===== config.mk =====
export PLATFORM = sky130hd
export DESIGN_NAME = mod2011_chunk_accumulator_flat
export DESIGN_NICKNAME = d
export VERILOG_FILES = /design/src/rtl/mod2011_chunk_accumulator_if.sv /design/src/rtl/mod2011_chunk_accumulator.sv /design/src/flat_wrapper.sv
export SDC_FILE = /design/constraint.sdc
export NUM_CORES = 1
export LEC_CHECK = 0
export CORE_UTILIZATION = 45
export DETAILED_ROUTE_END_ITERATION = 16
export MAX_ROUTING_LAYER = met4
export PLACE_DENSITY_LB_ADDON = 0.12
export SLEW_MARGIN = 25
export SYNTH_ARGS = -nofsm -noshare
export SYNTH_HDL_FRONTEND = slang
export SYNTH_SLANG_ARGS = --single-unit

===== constraint.sdc =====
create_clock -name clk -period 8.1 [get_ports clk]
set_input_delay 1.62 -clock clk [delete_from_list [all_inputs] [get_ports clk]]
set_output_delay 1.62 -clock clk [all_outputs]
set_load 0.05 [all_outputs]

===== src/rtl/mod2011_chunk_accumulator_if.sv =====
// Handshake bundle between the residue LUT bank, the chunk accumulator and its consumer.
// slave is the accumulator's view; master is the view of whatever drives it.
interface mod2011_chunk_accumulator_if #(
    parameter int W = 11
);
    logic         in_valid;
    logic         in_ready;
    logic [W-1:0] in_data;
    logic         out_valid;
    logic         out_ready;
    logic [W-1:0] out_res;
    logic         err;

    modport slave (
        input  in_valid, in_data, out_ready,
        output in_ready, out_valid, out_res, err
    );

    modport master (
        output in_valid, in_data, out_ready,
        input  in_ready, out_valid, out_res, err
    );
endinterface


===== src/rtl/mod2011_chunk_accumulator.sv =====
// Sums NCHUNK partial residues modulo MOD, one per in handshake, then presents the final residue.
// Latency: result valid the cycle after the last chunk is accepted; one operand per NCHUNK+1 cycles best case.
// Backpressure: in_ready drops while a result is held; the result holds until out_ready.
module mod2011_chunk_accumulator #(
    parameter int MOD    = 2011,
    parameter int W      = 11,
    parameter int NCHUNK = 50
) (
    input  logic                        clk,
    input  logic                        rst_n,
    mod2011_chunk_accumulator_if.slave  acc_bus
);
    localparam int              CW    = (NCHUNK > 1) ? $clog2(NCHUNK) : 1;
    localparam logic [W:0]      MOD_S = (W+1)'(MOD);
    localparam logic [W-1:0]    MOD_N = W'(MOD);
    localparam logic [CW-1:0]   LAST  = CW'(NCHUNK - 1);

    typedef enum logic {
        ST_ACC  = 1'b0,
        ST_DONE = 1'b1
    } state_t;

    state_t          r_state;
    logic [W-1:0]    r_acc;
    logic [W-1:0]    r_res;
    logic [CW-1:0]   r_cnt;
    logic            r_vld;
    logic            r_err;

    logic            w_accept;
    logic            w_oor;
    logic [W:0]      w_sum;
    logic [W-1:0]    w_acc_nxt;

    assign w_accept  = acc_bus.in_valid && (r_state == ST_ACC);
    assign w_oor     = acc_bus.in_data >= MOD_N;
    // One extra bit keeps the carry; a single subtract is exact for in-range inputs.
    assign w_sum     = {1'b0, r_acc} + {1'b0, acc_bus.in_data};
    assign w_acc_nxt = (w_sum >= MOD_S) ? W'(w_sum - MOD_S) : W'(w_sum);

    always_ff @(posedge clk or negedge rst_n) begin
        if (!rst_n) begin
            r_state <= ST_ACC;
            r_acc   <= '0;
            r_cnt   <= '0;
            r_res   <= '0;
            r_vld   <= 1'b0;
            r_err   <= 1'b0;
        end else begin
            case (r_state)
                ST_ACC: begin
                    if (w_accept) begin
                        r_err <= r_err | w_oor;
                        if (r_cnt == LAST) begin
                            r_res   <= w_acc_nxt;
                            r_vld   <= 1'b1;
                            r_acc   <= '0;
                            r_cnt   <= '0;
                            r_state <= ST_DONE;
                        end else begin
                            r_acc <= w_acc_nxt;
                            r_cnt <= r_cnt + 1'b1;
                        end
                    end
                end
                ST_DONE: begin
                    if (acc_bus.out_ready) begin
                        r_vld   <= 1'b0;
                        r_err   <= 1'b0;
                        r_state <= ST_ACC;
                    end
                end
                default: r_state <= ST_ACC;
            endcase
        end
    end

    assign acc_bus.in_ready  = (r_state == ST_ACC);
    assign acc_bus.out_valid = r_vld;
    assign acc_bus.out_res   = r_res;
    assign acc_bus.err       = r_err;
endmodule


===== src/flat_wrapper.sv =====
// flat-port wrapper written by rule: the top's interface ports become plain ports
module mod2011_chunk_accumulator_flat 
#(
    parameter int MOD    = 2011,
    parameter int W      = 11,
    parameter int NCHUNK = 50
)
  (clk, rst_n, acc_bus_in_valid, acc_bus_in_data, acc_bus_out_ready, acc_bus_in_ready, acc_bus_out_valid, acc_bus_out_res, acc_bus_err);
  mod2011_chunk_accumulator_if #(.W(W)) acc_bus_i ();
  input  logic clk;
  input  logic rst_n;
  input wire logic [$bits(acc_bus_i.in_valid)-1:0] acc_bus_in_valid;
  input wire logic [$bits(acc_bus_i.in_data)-1:0] acc_bus_in_data;
  input wire logic [$bits(acc_bus_i.out_ready)-1:0] acc_bus_out_ready;
  output wire logic [$bits(acc_bus_i.in_ready)-1:0] acc_bus_in_ready;
  output wire logic [$bits(acc_bus_i.out_valid)-1:0] acc_bus_out_valid;
  output wire logic [$bits(acc_bus_i.out_res)-1:0] acc_bus_out_res;
  output wire logic [$bits(acc_bus_i.err)-1:0] acc_bus_err;
  assign acc_bus_i.in_valid = acc_bus_in_valid;
  assign acc_bus_i.in_data = acc_bus_in_data;
  assign acc_bus_i.out_ready = acc_bus_out_ready;
  assign acc_bus_in_ready = acc_bus_i.in_ready;
  assign acc_bus_out_valid = acc_bus_i.out_valid;
  assign acc_bus_out_res = acc_bus_i.out_res;
  assign acc_bus_err = acc_bus_i.err;
  mod2011_chunk_accumulator #(.MOD(MOD), .W(W), .NCHUNK(NCHUNK)) u_core (.clk(clk), .rst_n(rst_n), .acc_bus(acc_bus_i));
endmodule

==> impl_metrics.yaml <==
die:
  start_util: 0.482
  ioPinCount: 29
  die-width_um: 71.2
  fp.dieArea_mm2: 0.00507
  placementRows: 24
  dieHeight_um: 71.2
  core_mm2: 0.00447
min_path:
  hp-class: "register to register"
  min_to: "u_core.acc_bus.out_res[10]"
  worstHoldStart: "u_core.acc_bus.out_res[10]"
  worstHoldPathCells: 2
grt:
  groute.usage.overall: 0.218
  grt_pass1_wl_mm: 8.25
  grt_use_met1: 0.307
  grt_pass1_vias: 1696
  grt_max_degree: 32
  antenna_found_initial: 0
  met2_usage: 0.320
  grtUsageMet3: 0.0436
  grt-busiest-layer: "met2"
  grt_overflow_total: 0
drt:
  first_iter_violations: 120
  totalWireLength_mm: 4.77
  via_per_inst: 5.58
  drc_errors: 4
  wire_per_inst_um: 14.8
  via_count: 1801
  ant_nets: 0
  firstDrtPassIters: 10
synth:
  synth_edf_count: 0
  synth_cells: 239
  synth-seq-cells: 31
  synth_ff_type: "dfrtp_1"
  synth-async-reset-ratio: 1.00
  ys_types: 55
  seq_area_frac_synth: 0.360
  synth_warnings: 0
  syn_nets: 269
  syn_area_mm2: 0.00216
  avgSynthCellArea_um2: 9.02
sta:
  finalSetupViolations: 0
  period_share: 0.587
  slew_violations: 0
  finalHoldViolations: 0
  worstMarginPinSlew_ns: 0.718
  fmax_ghz: 0.210
  fin_crit_ns: 4.75
  setup_tns_ns: 0
  rsz0062_at_grt: "no"
  clock_skew_ns: 0.0114
  relSlewSlack: 0.520
pwr:
  power_leakage_nw: 1.11
  ir_drop_uv: 237
  powerDensity_mw_per_mm2: 465
setup_path:
  crit_fanout: 9
  r2r-start: "u_core.r_acc[0]"
  rrSetupSlack_ns: 4.73
  worstPathRequired_ns: 8.24
  worstSetupStartpointType: "input port"
  path_class: "input port to register"
  worstReg2RegEnd: "u_core.acc_bus.out_res[2]"
  cp.arrival_ns: 4.89
  rr_worst_depth: 10
  cp-end-kind: "register"
placement:
  place.gp.congestion: 0.795
  dp_cells: 315
  placed_area_mm2: 0.00249
  portBuffers: 28
  dp_hpwl_mm: 3.63
final_layout:
  final_common_cell: "nand2_1"
  final_cell_mix: "41 x nand2_1, 31 x o21ai_0, 31 x dfrtp_1"
  design_area_mm2: 0.00261
  syn2layout_area_growth_pct: 21.0
  nets: 300
  diodes: 0
  layoutNonFillerInstCount: 323
  drive_gt1_frac: 0.0923
  utilization: 0.583
clock_tree:
  cts.clk_slew.worst_paths_ns: 0.07
  tritoncts: "yes"
  postCtsSetupRepairBufs: 0
  cts.repair.resized: 0
  htreeDepth: 2
  ctsRootBufferMaster: "clkbuf_8"
  clock_latency_ns: 0.29
  cts_hold_buffers: 0
  clk_path_buf_depth: 2
  numCtsBuffers: 5
  cts_num_sinks: 31
outcome:
  failed_checks: "DRC"
  status: "finished with violations"
flow_run:
  max_cap_violations: 0
-- sequential cells by signal, indices dropped and copies added, names as in the netlist --
| register | count |
|---|---|
| u_core.r_acc | 11 |
| u_core.r_cnt | 6 |
| u_core.acc_bus.out_res | 11 |
| u_core.acc_bus.err | 1 |
| u_core.r_state | 1 |
| u_core.acc_bus.out_valid | 1 |
-- critical path, stage by stage --
cell and delay [ns]:
clkdlybuf4s50_1 0.42, ha_1 0.24, fa_1 0.45, a211oi_1 0.37
nor2_1 0.15, o311ai_2 0.39, o311ai_2 0.24, o41ai_4 0.56
and2b_1 0.22, xnor2_1 0.14, o21ai_1 0.08
-- power by group --
group | internal, mW | switching [mW]
Clock | 0.0994 | 0.0579
Sequential | 0.219 | 0.0510
Combinational | 0.306 | 0.478
-- routing by layer --
layer	vias up	routed length (µm)	part of all wire
met5	-	0	0
met4	0	48	0.010
met3	5	134	0.028
met2	22	2150	0.45
met1	829	2440	0.51
li1	945	-	-
-- how the worst max path moves through the flow --
stage / end / slack [ns] / cells past startpoint / from
2_1_floorplan: u_core.acc_bus.out_res[2] / 3.79 / 10 / acc_bus_in_data[0]
3_3_place_gp: u_core.acc_bus.out_res[5] / 3.11 / 11 / acc_bus_in_data[0]
3_5_place_dp: u_core.acc_bus.out_res[2] / 3.05 / 11 / acc_bus_in_data[0]
4_1_cts: u_core.acc_bus.out_res[2] / 3.33 / 11 / acc_bus_in_data[0]
5_1_grt: u_core.acc_bus.out_res[4] / 3.05 / 11 / acc_bus_in_data[0]
6_report: u_core.acc_bus.out_res[2] / 3.35 / 11 / acc_bus_in_data[0]
-- logic make-up (layout without fill, tap and decap cells) --
family	count (synthesis)	count (layout)	synth area share
mux	2	2	0.00929
xor+xnor	10	10	0.0476
buf+inv	11	43	0.0192
flops	31	31	0.360
compound gates	80	80	0.258
simple gates	90	90	0.215
fa+ha+maj	15	15	0.0905
-- metrics by stage --
step / hold slack [ns] / power, mW / setup slack [ns]
after global routing: 0.497 / 1.32 / 3.05
after CTS: 0.485 / 1.22 / 3.33
after global placement: 0.462 / 1.05 / 3.11
after detailed placement: 0.470 / 1.06 / 3.05
after floorplan: 0.454 / 0.874 / 3.79
final: 0.477 / 1.21 / 3.35
-- Yosys cell counts, types with 2 or more instances --
master	instances	share of area
nand2_1	41	0.071
dfrtp_1	31	0.36
o21ai_0	31	0.072
ha_1	14	0.081
nor2_1	11	0.019
a21oi_1	7	0.016
inv_1	6	0.010
nand3_1	6	0.014
o21ai_1	6	0.014
clkbuf_1	5	0.0087
nor3b_1	5	0.017
a211oi_1	4	0.014
nor2b_1	4	0.012
nor3_1	4	0.0093
xnor2_1	4	0.016
xor2_1	4	0.016
a21o_1	3	0.010
nand4_1	3	0.0087
o211ai_1	3	0.010
a211o_1	2	0.0081
and2b_1	2	0.0070
mux2i_1	2	0.0093
nand2b_1	2	0.0058
o211a_1	2	0.0093
o21a_1	2	0.0070
o21ai_2	2	0.0081
o22ai_1	2	0.0058
o311ai_2	2	0.015
or3_1	2	0.0058
xor2_2	2	0.015
-- layout make-up --
| cell class | count | area (µm²) |
|---|---|---|
| clock buffer | 6 | 82.6 |
| fill | 417 | 1870 |
| sequential | 31 | 776 |
| inverter | 6 | 22.5 |
| tap | 52 | 65.1 |
| clock inverter | 2 | 35.0 |
| timing repair buffer | 29 | 288 |
| multi-input combinational | 197 | 1340 |
(Power assumes the default switching activity.)
==> RTL change (same settings) <==
`NCHUNK` is set to 50 in 2 places; all go to 100.
--- a/src/rtl/mod2011_chunk_accumulator.sv
+++ b/src/rtl/mod2011_chunk_accumulator.sv
@@ -6,3 +6,3 @@
     parameter int W      = 11,
-    parameter int NCHUNK = 50
+    parameter int NCHUNK = 100
 ) (
--- a/src/flat_wrapper.sv
+++ b/src/flat_wrapper.sv
@@ -5,3 +5,3 @@
     parameter int W      = 11,
-    parameter int NCHUNK = 50
+    parameter int NCHUNK = 100
 )
Behaviour: same outputs for any inputs over 10 cycles, from zero or initial values and one cycle with rst_n low; that may be too few to reach the edited logic, so the function may still have changed.
==> RTL change against the unedited design <==
First-iteration DRC count grew 33%; sequential cell count is 1 higher; area after synthesis fell by 0.12%; power decreased by 23%; non-clock buffer count unchanged; worst setup slack lost 0.14 ns; combinational power shrank 27%; cell area fell by 1.3%; via count grew 5.7%; routed wire length rose by 6.0%.
==> RTL change: results (changes against the unedited design) <==
Outcome
  • Outcome: complete, no violations (was finished with violations)

Worst setup path
  • Crit Path Max Fanout: 28 (was 9)
  • RR Endpoint: u_core.r_acc[7] (was u_core.acc_bus.out_res[2])
  • Reg2reg setup slack: 4.60 ns (was 4.73 ns)
  • CP max stage cell: fa_1 (was o41ai_4)
  • WP data arrival: 5.06 ns (was 4.89 ns)
  • Crit path max-delay family: adder cells (was compound AO/OA/AOI/OAI gates)
  • CP peak stage delay: roughly 0.55 ns

Hold path
  • Min-Delay Startpoint: u_core.acc_bus.out_res[3] (was u_core.acc_bus.out_res[10])
  • Hold endpoint: u_core.acc_bus.out_res[3] (was u_core.acc_bus.out_res[10])

Logic synthesis
  • FFs w/ async S/R, synth: 100% (unchanged)
  • Syn_area_per_cell: 9.36 sq um (was 9.02 sq um)
  • YS warnings: 0 (unchanged)
  • Distinct cell type count after synthesis: 51 (was 55)
  • Sequential fraction of the synthesis area: 37.2% (was 36.0%)
  • Largest cells by area after synthesis: dfrtp_1 (37%), ha_1 (7.6%), nand2_1 (5.8%) (was dfrtp_1 (36%), ha_1 (8.1%), o21ai_0 (7.2%))
  • Commonest cells post-synth: nand2_1 (33), dfrtp_1 (32), o21ai_0 (18), nand3_1 (15), ha_1 (13) (was nand2_1 (41), dfrtp_1 (31), o21ai_0 (31), ha_1 (14), nor2_1 (11))
  • Number of nets produced by synthesis: 259 (was 269)

Cells and area
  • Fin nets: 289 (was 300)
  • Diode count: 0 (unchanged)
  • Final Non-Filler Cells: 313 (was 323)
  • Layout cells sized above 1: 8.81% (was 9.23%)

STA
  • Fin Hold WS: 0.474 ns (was 0.477 ns)
  • Slew margin rel.: 42.2% (was 52.0%)
  • Worst Skew: 0.00717 ns (was 0.0114 ns)

Clock tree
  • H-tree levels: 2 (unchanged)
  • Worst skew pair latency: 0.28 ns

Global routing
  • Met1 Use GR: 29.1% (was 30.7%)
  • Vias in the first global route: 1739 (was 1696)
  • Gr busiest metal: met2 (unchanged)
  • Global-route track usage on met3: 5.13% (was 4.36%)
  • First-pass GRT wire length: 8270 um (was 8250 um)
  • Met2 Usage GRT: 33.1% (was 32.0%)
  • Largest net degree at the start of global routing: 33 (was 32)
  • Gr usage total: 21.7% (was 21.8%)

Power
  • P_leak: 1.11 nW (about the same)
  • VDD IR-drop max: 0.000213 V (was 0.000237 V)

Drt
  • WL per Instance: 16.2 um (was 14.8 um)
  • Via Count: 1903 (was 1801)
  • Drt initial violations: 160 (was 120)

Placed design
  • GPL Wtd Cong: 0.810 (was 0.795)
  • Setup slack at placement: 2.84 ns (was 3.05 ns)
  • Final HPWL DP: 3720 um (was 3630 um)
  • Placed cell areas: 2470 sq um (was 2490 sq um)
## RTL change: cell types whose count changed after synthesis, moves of 6 or more
cell,change
o21ai_0,-13
nand3_1,+9
o21ai_1,-6
nand2_1,-8
o211ai_1,+8
or4_1,+10
## RTL change: report_power, final
| part | internal [mW] | switching (mW) |
|---|---|---|
| logic | 0.222 | 0.349 |
| registers | 0.202 | 0.0367 |
| clock network | 0.0692 | 0.0571 |
| total | 0.494 | 0.443 |
## RTL change: area by class of cell
| class | instances | area (sq um) |
|---|---|---|
| Fill cell | 408 | 1900 |
| Multi-Input combinational cell | 188 | 1310 |
| Sequential cell | 32 | 801 |
| Timing Repair Buffer | 29 | 288 |
| Clock buffer | 8 | 90.1 |
| Tap cell | 52 | 65.1 |
| Inverter | 4 | 15.0 |
## RTL change: per-layer routing
metal	wire length [um]	up-vias
li1	-	936
met1	2340	922
met2	2450	38
met3	208	7
met4	64	0
met5	0	-
## RTL change: worst max path at each step
stage / from / end / slack [ns] / depth (start not counted)
after global routing: acc_bus_in_data[0] / u_core.r_acc[7] / 2.95 / 11
after global placement: acc_bus_in_data[0] / u_core.r_acc[7] / 2.96 / 11
after detailed placement: acc_bus_in_data[0] / u_core.r_acc[7] / 2.84 / 11
after floorplan: acc_bus_in_data[0] / u_core.r_acc[7] / 3.77 / 10
final: acc_bus_in_data[0] / u_core.r_acc[7] / 3.21 / 11
after CTS: acc_bus_in_data[0] / u_core.r_acc[7] / 3.11 / 11
## RTL change: cell families after synthesis
logic type	Yosys count	synth area share, %
compound gates	67	22.5
xor+xnor	11	5.17
fa+ha+maj	14	8.48
buf+inv	10	2.15
flops	32	37.2
mux	4	2.03
simple gates	92	22.4
